<file path="src/rtl/mem_arbiter_if.sv">
// Bus bundle between the two cache requesters, the arbiter and the data memory.
// The slave modport is the arbiter's view; master is the requester/memory side.
interface mem_arbiter_if #(
    parameter int unsigned DATA_W = 256,
    parameter int unsigned ADDR_W = 32
);
    logic              p0_enable_i;
    logic              p0_write_i;
    logic [ADDR_W-1:0] p0_addr_i;
    logic [DATA_W-1:0] p0_data_i;
    logic [DATA_W-1:0] p0_data_o;
    logic              p0_ack_o;

    logic              p1_enable_i;
    logic              p1_write_i;
    logic [ADDR_W-1:0] p1_addr_i;
    logic [DATA_W-1:0] p1_data_i;
    logic [DATA_W-1:0] p1_data_o;
    logic              p1_ack_o;

    logic              mem_enable_o;
    logic              mem_write_o;
    logic [ADDR_W-1:0] mem_addr_o;
    logic [DATA_W-1:0] mem_data_o;
    logic [DATA_W-1:0] mem_data_i;
    logic              mem_ack_i;

    modport slave (
        input  p0_enable_i, p0_write_i, p0_addr_i, p0_data_i,
        output p0_data_o, p0_ack_o,
        input  p1_enable_i, p1_write_i, p1_addr_i, p1_data_i,
        output p1_data_o, p1_ack_o,
        output mem_enable_o, mem_write_o, mem_addr_o, mem_data_o,
        input  mem_data_i, mem_ack_i
    );

    modport master (
        output p0_enable_i, p0_write_i, p0_addr_i, p0_data_i,
        input  p0_data_o, p0_ack_o,
        output p1_enable_i, p1_write_i, p1_addr_i, p1_data_i,
        input  p1_data_o, p1_ack_o,
        input  mem_enable_o, mem_write_o, mem_addr_o, mem_data_o,
        output mem_data_i, mem_ack_i
    );
endinterface

</file>
<file path="src/rtl/mem_arbiter.sv">
// Two-requester (I-cache p0, D-cache p1) arbiter for a single data memory port.
// Default: fixed priority to p1. Define MEM_ARB_ROUND_ROBIN_EN for round-robin.
module mem_arbiter #(
    parameter int unsigned DATA_W = 256,
    parameter int unsigned ADDR_W = 32
) (
    input logic            clk_i,
    input logic            rst_i,
    mem_arbiter_if.slave   bus
);

    typedef enum logic [1:0] {
        IDLE   = 2'd0,
        GRANT0 = 2'd1,
        GRANT1 = 2'd2
    } state_t;

    state_t            state;
    state_t            state_next;
    logic              pick1;
    logic [ADDR_W-1:0] addr_sel;
    logic [DATA_W-1:0] wdata_sel;
    logic [DATA_W-1:0] rdata0;
    logic [DATA_W-1:0] rdata1;

`ifdef MEM_ARB_ROUND_ROBIN_EN
    // Last requester served by a completed (acked) grant; reset value 0 hands p1 the first tie.
    logic last;

    always_ff @(posedge clk_i or posedge rst_i) begin
        if (rst_i) begin
            last <= 1'b0;
        end else if (state == GRANT0 && bus.mem_ack_i) begin
            last <= 1'b0;
        end else if (state == GRANT1 && bus.mem_ack_i) begin
            last <= 1'b1;
        end
    end

    assign pick1 = bus.p1_enable_i & (~bus.p0_enable_i | ~last);
`else
    assign pick1 = bus.p1_enable_i;
`endif

    always_ff @(posedge clk_i or posedge rst_i) begin
        if (rst_i) begin
            state <= IDLE;
        end else begin
            state <= state_next;
        end
    end

    always_comb begin
        state_next = state;
        case (state)
            IDLE: begin
                if (pick1) begin
                    state_next = GRANT1;
                end else if (bus.p0_enable_i) begin
                    state_next = GRANT0;
                end
            end
            GRANT0: begin
                if (bus.mem_ack_i || !bus.p0_enable_i) begin
                    state_next = IDLE;
                end
            end
            GRANT1: begin
                if (bus.mem_ack_i || !bus.p1_enable_i) begin
                    state_next = IDLE;
                end
            end
            default: state_next = IDLE;
        endcase
    end

    // Outputs decode from the registered state only, so async reset drops them at once.
    always_comb begin
        bus.mem_enable_o = 1'b0;
        bus.mem_write_o  = 1'b0;
        addr_sel         = '0;
        wdata_sel        = '0;
        rdata0           = '0;
        rdata1           = '0;
        bus.p0_ack_o     = 1'b0;
        bus.p1_ack_o     = 1'b0;
        case (state)
            GRANT0: begin
                bus.mem_enable_o = bus.p0_enable_i;
                bus.mem_write_o  = bus.p0_write_i;
                addr_sel         = bus.p0_addr_i;
                wdata_sel        = bus.p0_data_i;
                rdata0           = bus.mem_data_i;
                bus.p0_ack_o     = bus.mem_ack_i;
            end
            GRANT1: begin
                bus.mem_enable_o = bus.p1_enable_i;
                bus.mem_write_o  = bus.p1_write_i;
                addr_sel         = bus.p1_addr_i;
                wdata_sel        = bus.p1_data_i;
                rdata1           = bus.mem_data_i;
                bus.p1_ack_o     = bus.mem_ack_i;
            end
            default: ;
        endcase
    end

    assign bus.mem_addr_o = addr_sel;
    assign bus.mem_data_o = wdata_sel;
    assign bus.p0_data_o  = rdata0;
    assign bus.p1_data_o  = rdata1;

endmodule

</file>
<file path="src/flat_wrapper.sv">
// flat-port wrapper written by rule: the top's interface ports become plain ports
module mem_arbiter_flat 
#(
    parameter int unsigned DATA_W = 256,
    parameter int unsigned ADDR_W = 32
)
  (clk_i, rst_i, bus_p0_enable_i, bus_p0_write_i, bus_p0_addr_i, bus_p0_data_i, bus_p0_data_o, bus_p0_ack_o, bus_p1_enable_i, bus_p1_write_i, bus_p1_addr_i, bus_p1_data_i, bus_p1_data_o, bus_p1_ack_o, bus_mem_enable_o, bus_mem_write_o, bus_mem_addr_o, bus_mem_data_o, bus_mem_data_i, bus_mem_ack_i);
  mem_arbiter_if #(.DATA_W(DATA_W), .ADDR_W(ADDR_W)) bus_i ();
  input logic clk_i;
  input logic rst_i;
  input wire logic [$bits(bus_i.p0_enable_i)-1:0] bus_p0_enable_i;
  input wire logic [$bits(bus_i.p0_write_i)-1:0] bus_p0_write_i;
  input wire logic [$bits(bus_i.p0_addr_i)-1:0] bus_p0_addr_i;
  input wire logic [$bits(bus_i.p0_data_i)-1:0] bus_p0_data_i;
  output wire logic [$bits(bus_i.p0_data_o)-1:0] bus_p0_data_o;
  output wire logic [$bits(bus_i.p0_ack_o)-1:0] bus_p0_ack_o;
  input wire logic [$bits(bus_i.p1_enable_i)-1:0] bus_p1_enable_i;
  input wire logic [$bits(bus_i.p1_write_i)-1:0] bus_p1_write_i;
  input wire logic [$bits(bus_i.p1_addr_i)-1:0] bus_p1_addr_i;
  input wire logic [$bits(bus_i.p1_data_i)-1:0] bus_p1_data_i;
  output wire logic [$bits(bus_i.p1_data_o)-1:0] bus_p1_data_o;
  output wire logic [$bits(bus_i.p1_ack_o)-1:0] bus_p1_ack_o;
  output wire logic [$bits(bus_i.mem_enable_o)-1:0] bus_mem_enable_o;
  output wire logic [$bits(bus_i.mem_write_o)-1:0] bus_mem_write_o;
  output wire logic [$bits(bus_i.mem_addr_o)-1:0] bus_mem_addr_o;
  output wire logic [$bits(bus_i.mem_data_o)-1:0] bus_mem_data_o;
  input wire logic [$bits(bus_i.mem_data_i)-1:0] bus_mem_data_i;
  input wire logic [$bits(bus_i.mem_ack_i)-1:0] bus_mem_ack_i;
  assign bus_i.p0_enable_i = bus_p0_enable_i;
  assign bus_i.p0_write_i = bus_p0_write_i;
  assign bus_i.p0_addr_i = bus_p0_addr_i;
  assign bus_i.p0_data_i = bus_p0_data_i;
  assign bus_p0_data_o = bus_i.p0_data_o;
  assign bus_p0_ack_o = bus_i.p0_ack_o;
  assign bus_i.p1_enable_i = bus_p1_enable_i;
  assign bus_i.p1_write_i = bus_p1_write_i;
  assign bus_i.p1_addr_i = bus_p1_addr_i;
  assign bus_i.p1_data_i = bus_p1_data_i;
  assign bus_p1_data_o = bus_i.p1_data_o;
  assign bus_p1_ack_o = bus_i.p1_ack_o;
  assign bus_mem_enable_o = bus_i.mem_enable_o;
  assign bus_mem_write_o = bus_i.mem_write_o;
  assign bus_mem_addr_o = bus_i.mem_addr_o;
  assign bus_mem_data_o = bus_i.mem_data_o;
  assign bus_i.mem_data_i = bus_mem_data_i;
  assign bus_i.mem_ack_i = bus_mem_ack_i;
  mem_arbiter #(.DATA_W(DATA_W), .ADDR_W(ADDR_W)) u_core (.clk_i(clk_i), .rst_i(rst_i), .bus(bus_i));
endmodule
</file>
<file path="config.mk">
export PLATFORM = sky130hd
export DESIGN_NAME = mem_arbiter_flat
export DESIGN_NICKNAME = d
export VERILOG_FILES = /design/src/rtl/mem_arbiter_if.sv /design/src/rtl/mem_arbiter.sv /design/src/flat_wrapper.sv
export SDC_FILE = /design/constraint.sdc
export NUM_CORES = 1
export LEC_CHECK = 0
export CAP_MARGIN = 20
export CORE_AREA = 3 3 647 649
export CTS_CLUSTER_DIAMETER = 150
export CTS_CLUSTER_SIZE = 12
export DETAILED_ROUTE_END_ITERATION = 8
export DIE_AREA = 0 0 650 652
export PLACE_DENSITY = 0.3
export SKIP_CTS_REPAIR_TIMING = 1
export SLEW_MARGIN = 25
export SYNTH_ARGS = -nofsm -noshare
export SYNTH_HDL_FRONTEND = slang
export SYNTH_SLANG_ARGS = --single-unit
</file>
<file path="constraint.sdc">
create_clock -name clk_i -period 3.15 [get_ports clk_i]
set_input_delay 0.63 -clock clk_i [delete_from_list [all_inputs] [get_ports clk_i]]
set_output_delay 0.63 -clock clk_i [all_outputs]
set_load 0.01 [all_outputs]
</file>
# Yosys cells after proc, flatten, opt, wreduce, memory -nomap -nowiden
# Index checks and enable logic that the tools add are counted.
# W data, S select, Z words.
# totals
wordCells,25
inputBits,839
out_inout_bits,804
register_bits,2
# op_classes
n_reduce_logical,6
muxes,13
n_eq_ne,5
# ops
op,count
$mux W256,2
$pmux W256 S2,1
$pmux W32 S2,1
$mux W2,4
$pmux W2 S3,1
$ne A2 B1 Y1 const B,2
$pmux W1 S2,2
$ne A3 B3 Y1 const B,1
$reduce_and A3 Y1,1
$eq A2 B1 Y1 const B,1
$eq A2 B2 Y1 const B,1
$logic_not A1 Y1,2
$logic_not A2 Y1,1
$logic_or A1 B1 Y1,2
$mux W1,2

# Logic depth before layout (Yosys ltp)
# Gate-level depths: netlist of run 1.
# logic_depth
word_depth,4
mapped_depth,7
depth_no_buf,5

# Least setup slack after synthesis of run 1
# OpenSTA, ideal clock, no wires.
# synth_path
kind,register -> output
from,register u_core.state[1]
to,output port bus_mem_data_o[140]
path_stages_with_launch,7
n_path_buf,3
required_ps,2520
arrival_ps,1371
path_slack_ps,1149
path_cell_list,dfrtp_1 inv_1 ha_1 buf_2 buf_2 buf_2 nor2b_1
# synth_via
elab_chain_cells,2
elab_cells_between_ends,3
classes_between,eq/ne: 2; mux: 1
# synth_rtl
element,line,text
"start, declared",mem_arbiter.sv:18,state_t state;
"start signal, assigned",mem_arbiter.sv:49,state <= state_next;
$eq A2 B2 Y1 / $eq A2 B1 Y1 (equally long branches),mem_arbiter.sv:87,case (state)
$pmux W256 S2 *,mem_arbiter.sv:87,
"end, declared",flat_wrapper.sv:26,output wire logic [$bits(bus_i.mem_data_o)-1:0] bus_mem_data_o;
# Mark *: on every way between the ends. The rest lies on a longest branch, timed or not.

# Final worst setup path of run 1
# layout_path
from,register u_core.state[1]
to,output port bus_mem_data_o[253]
# Same word-level chain as after synthesis.

==> results of run 1 <==
## kinds of logic (layout without fill, tap and decap cells)
logic type	after synthesis	after routing	share of synthesized area (%)
other	0	45	0
adder cells (fa/ha/maj)	3	3	0.4610
AND/OR/NAND/NOR	806	806	61.86
AO/OA/AOI/OAI	295	295	27.32
buffers and inverters	158	1776	9.742
flip-flops	2	2	0.6147
## power by group through the flow
stage / clock (mW) / combinational, mW / sequential (mW)
6_report: 0.194 / 22.2 / 0.0534
5_1_grt: 0.199 / 23.4 / 0.0542
4_1_cts: 0.195 / 22.4 / 0.0510
3_5_place_dp: 0 / 22.3 / 0.0513
3_3_place_gp: 0 / 22.4 / 0.0512
2_1_floorplan: 0 / 6.61 / 0.0421
## routing by layer
layer / GRT usage (%) / vias to the layer above / routed length [µm]
li1: - / 7548 / -
met1: 15.55 / 8730 / 118900
met2: 29.56 / 1632 / 180700
met3: 9.220 / 656 / 46160
met4: 0.7855 / 204 / 5356
met5: 0 / - / 1353
## worst max-delay path by stage
stage	depth (start not counted)	end
after CTS	7	bus_mem_data_o[181]
after detailed placement	4	bus_mem_data_o[157]
after global placement	4	bus_mem_data_o[157]
final	8	bus_mem_data_o[253]
after global routing	8	bus_mem_data_o[248]
after floorplan	6	bus_mem_data_o[140]
## cell usage in the layout, fill, tap and decap left out, types with 3 or more instances in the layout
cell / count
and2_1: 514
nor2b_1: 287
a22oi_1: 289
buf_4: 117
nor2b_2: 3
dlymetal6s2s_1: 8
ha_4: 3
clkbuf_16: 10
clkdlybuf4s50_1: 1254
buf_12: 370
buf_6: 3
buf_16: 10
diode_2: 45
## layout make-up
| type | instances | area, µm² |
|---|---|---|
| Tap cell | 5474 | 6849 |
| Antenna cell | 45 | 112.6 |
| Multi-Input combinational cell | 1104 | 7345 |
| Inverter | 4 | 15.01 |
| Fill cell | 47980 | 377200 |
| Timing Repair Buffer | 1769 | 21420 |
| Clock buffer | 3 | 75.07 |
| Sequential cell | 2 | 50.05 |
## through the flow
stage,area (µm²),TNS [ns]
after floorplan,8143,0
after global placement,35360,0
after detailed placement,35360,0
after CTS,35430,-0.6623
after global routing,35780,0
final,35870,0
==> results.py, run 1 <==
metrics = {
    "route": {
        "vias_per_cell": 2.234,
        "dr.pass1.iters": 5,
        "wirelength_mm": 352.5,
        "avgRoutedWirePerCell_um": 41.96,
        "detail-route-antenna-nets": 0,
        "drcViolationCount": 0,
        "vias": 18770,
        "drt_iter0_markers": 1240,
    },
    "setup_path": {
        "path_class": "reg -> out",
        "end_kind": "output port",
        "crit_chain": "inv_2 -> ha_4 -> buf_12 -> buf_16 -> buf_12 -> a22oi_1 -> nor2b_1 -> buf_12",
        "critPathBufInv": 5,
        "rr_worst_depth": 8,
        "r2r_slack_ns": 1.17,
        "crit_family": "buffers and inverters",
        "critical_path.most_common_cell": "buf_12",
        "timing.rr.start": "u_core.state[0]",
        "critPathRequiredTime_ns": 2.52,
        "crit_slowest_cell": "a22oi_1",
        "max_stage_delay_ns": 0.54,
        "arrival_ns": 2.44,
        "crit_start": "u_core.state[1]",
        "crit_fanout": 20,
        "worst_setup_path_start_kind": "flop",
        "timing.rr.end": "u_core.state[1]",
    },
    "sta": {
        "hold_violations": 0,
        "slew_headroom_pct": 49.59,
        "period_minus_slack_ns": 3.074,
        "worst_slack_ns": 0.07602,
        "post-route-period-util_pct": 97.59,
        "setup_viol": 0,
        "holdWs_ns": 0.5878,
        "clock.fmax_mhz": 325.3,
        "slew_viol_final": 0,
        "worst_pin_slew_ns": 0.7561,
        "skew_ns": 0.001092,
        "rsz0062_at_grt": "no",
    },
    "logic_synthesis": {
        "yosysTopAreaCellShare_pct": 39.49,
        "ys.flop_type": "dfrtp_1",
        "ys_ff_latch": 2,
        "synth_edf_count": 0,
        "ys_types": 18,
        "ys_top_cells_by_count": "and2_1, nor2b_1, a22oi_1",
        "async_flop_share_pct": 100.0,
        "synth_fp_nets": 2106,
        "synthTopCellsByArea": "and2_1, a22oi_1, nor2b_1",
        "syn_inst": 1264,
        "netlist_area_mm2": 0.008143,
        "ys_warn_count": 0,
        "seq_area_frac_synth_pct": 0.6146,
        "synthMostInstantiatedCell": "and2_1",
        "yosys.area.top_type": "and2_1",
        "synth_area_per_cell_um2": 6.442,
    },
    "placement": {
        "port_buffers": 1642,
        "pre_cts_ws_ns": 0.06641,
        "place_hpwl_mm": 335.4,
        "place_congestion": 0.9379,
        "post-place-cells": 8343,
    },
    "clock_tree": {
        "cts_tree": "built",
        "clk_latency_ns": 0.22,
        "htreeDepth": 1,
        "clock-root-buffer": "clkbuf_16",
        "cts-buffers-inserted": 3,
        "clk_pin_slew_ns": 0.03,
        "cts.sinks": 2,
        "clock_path_buffers": 2,
    },
    "floorplanning": {
        "die_w_um": 650,
        "rows": 236,
        "start_util_pct": 1.971,
        "die_h_um": 652,
        "dieArea_mm2": 0.4238,
        "core_mm2": 0.4131,
        "pin_count": 1643,
    },
    "layout": {
        "layout-drive-gt1-share_pct": 18.01,
        "layout.nets": 3726,
        "top_register": "u_core.state",
        "areaGrowthSynthToFinish_pct": 340.5,
        "largest_register_ffs": 2,
        "final_core_util_pct": 8.683,
        "reg_top3": "u_core.state (2)",
        "stdcell_count": 8401,
    },
    "pwr": {
        "internal_power_mw": 11.01,
        "seqPwrFrac_pct": 0.2,
        "powerDensity_mw_per_mm2": 624.8,
        "irDropWorstVdd_v": 0.0007144,
        "finalPower_mw": 22.41,
        "combPwrFrac_pct": 98.9,
        "power_leakage_nw": 11.34,
        "switching_share_pct": 50.87,
        "p_clk_share_pct": 0.9,
        "p_sw_mw": 11.40,
    },
    "global_route": {
        "gr-total-overflow": 0,
        "grt_max_degree": 95,
        "track_usage_pct": 15.78,
        "grt_pass1_vias": 18020,
        "antenna_found_initial": 383,
        "grt_pass1_wl_mm": 391.4,
    },
    "flow_run": {
        "cap_violations": 0,
    },
    "hold_path": {
        "hp-class": "in -> async",
    },
    "status": {
        "status": "complete, no violations",
    },
}
(Power assumes the default switching activity.)
==> inputs of run 2 (changes only) <==
Settings changed: CTS_CLUSTER_SIZE 12 to 14.
==> results of run 2 <==
Same layout as run 1: the final DEF is identical, and so are final timing and power.
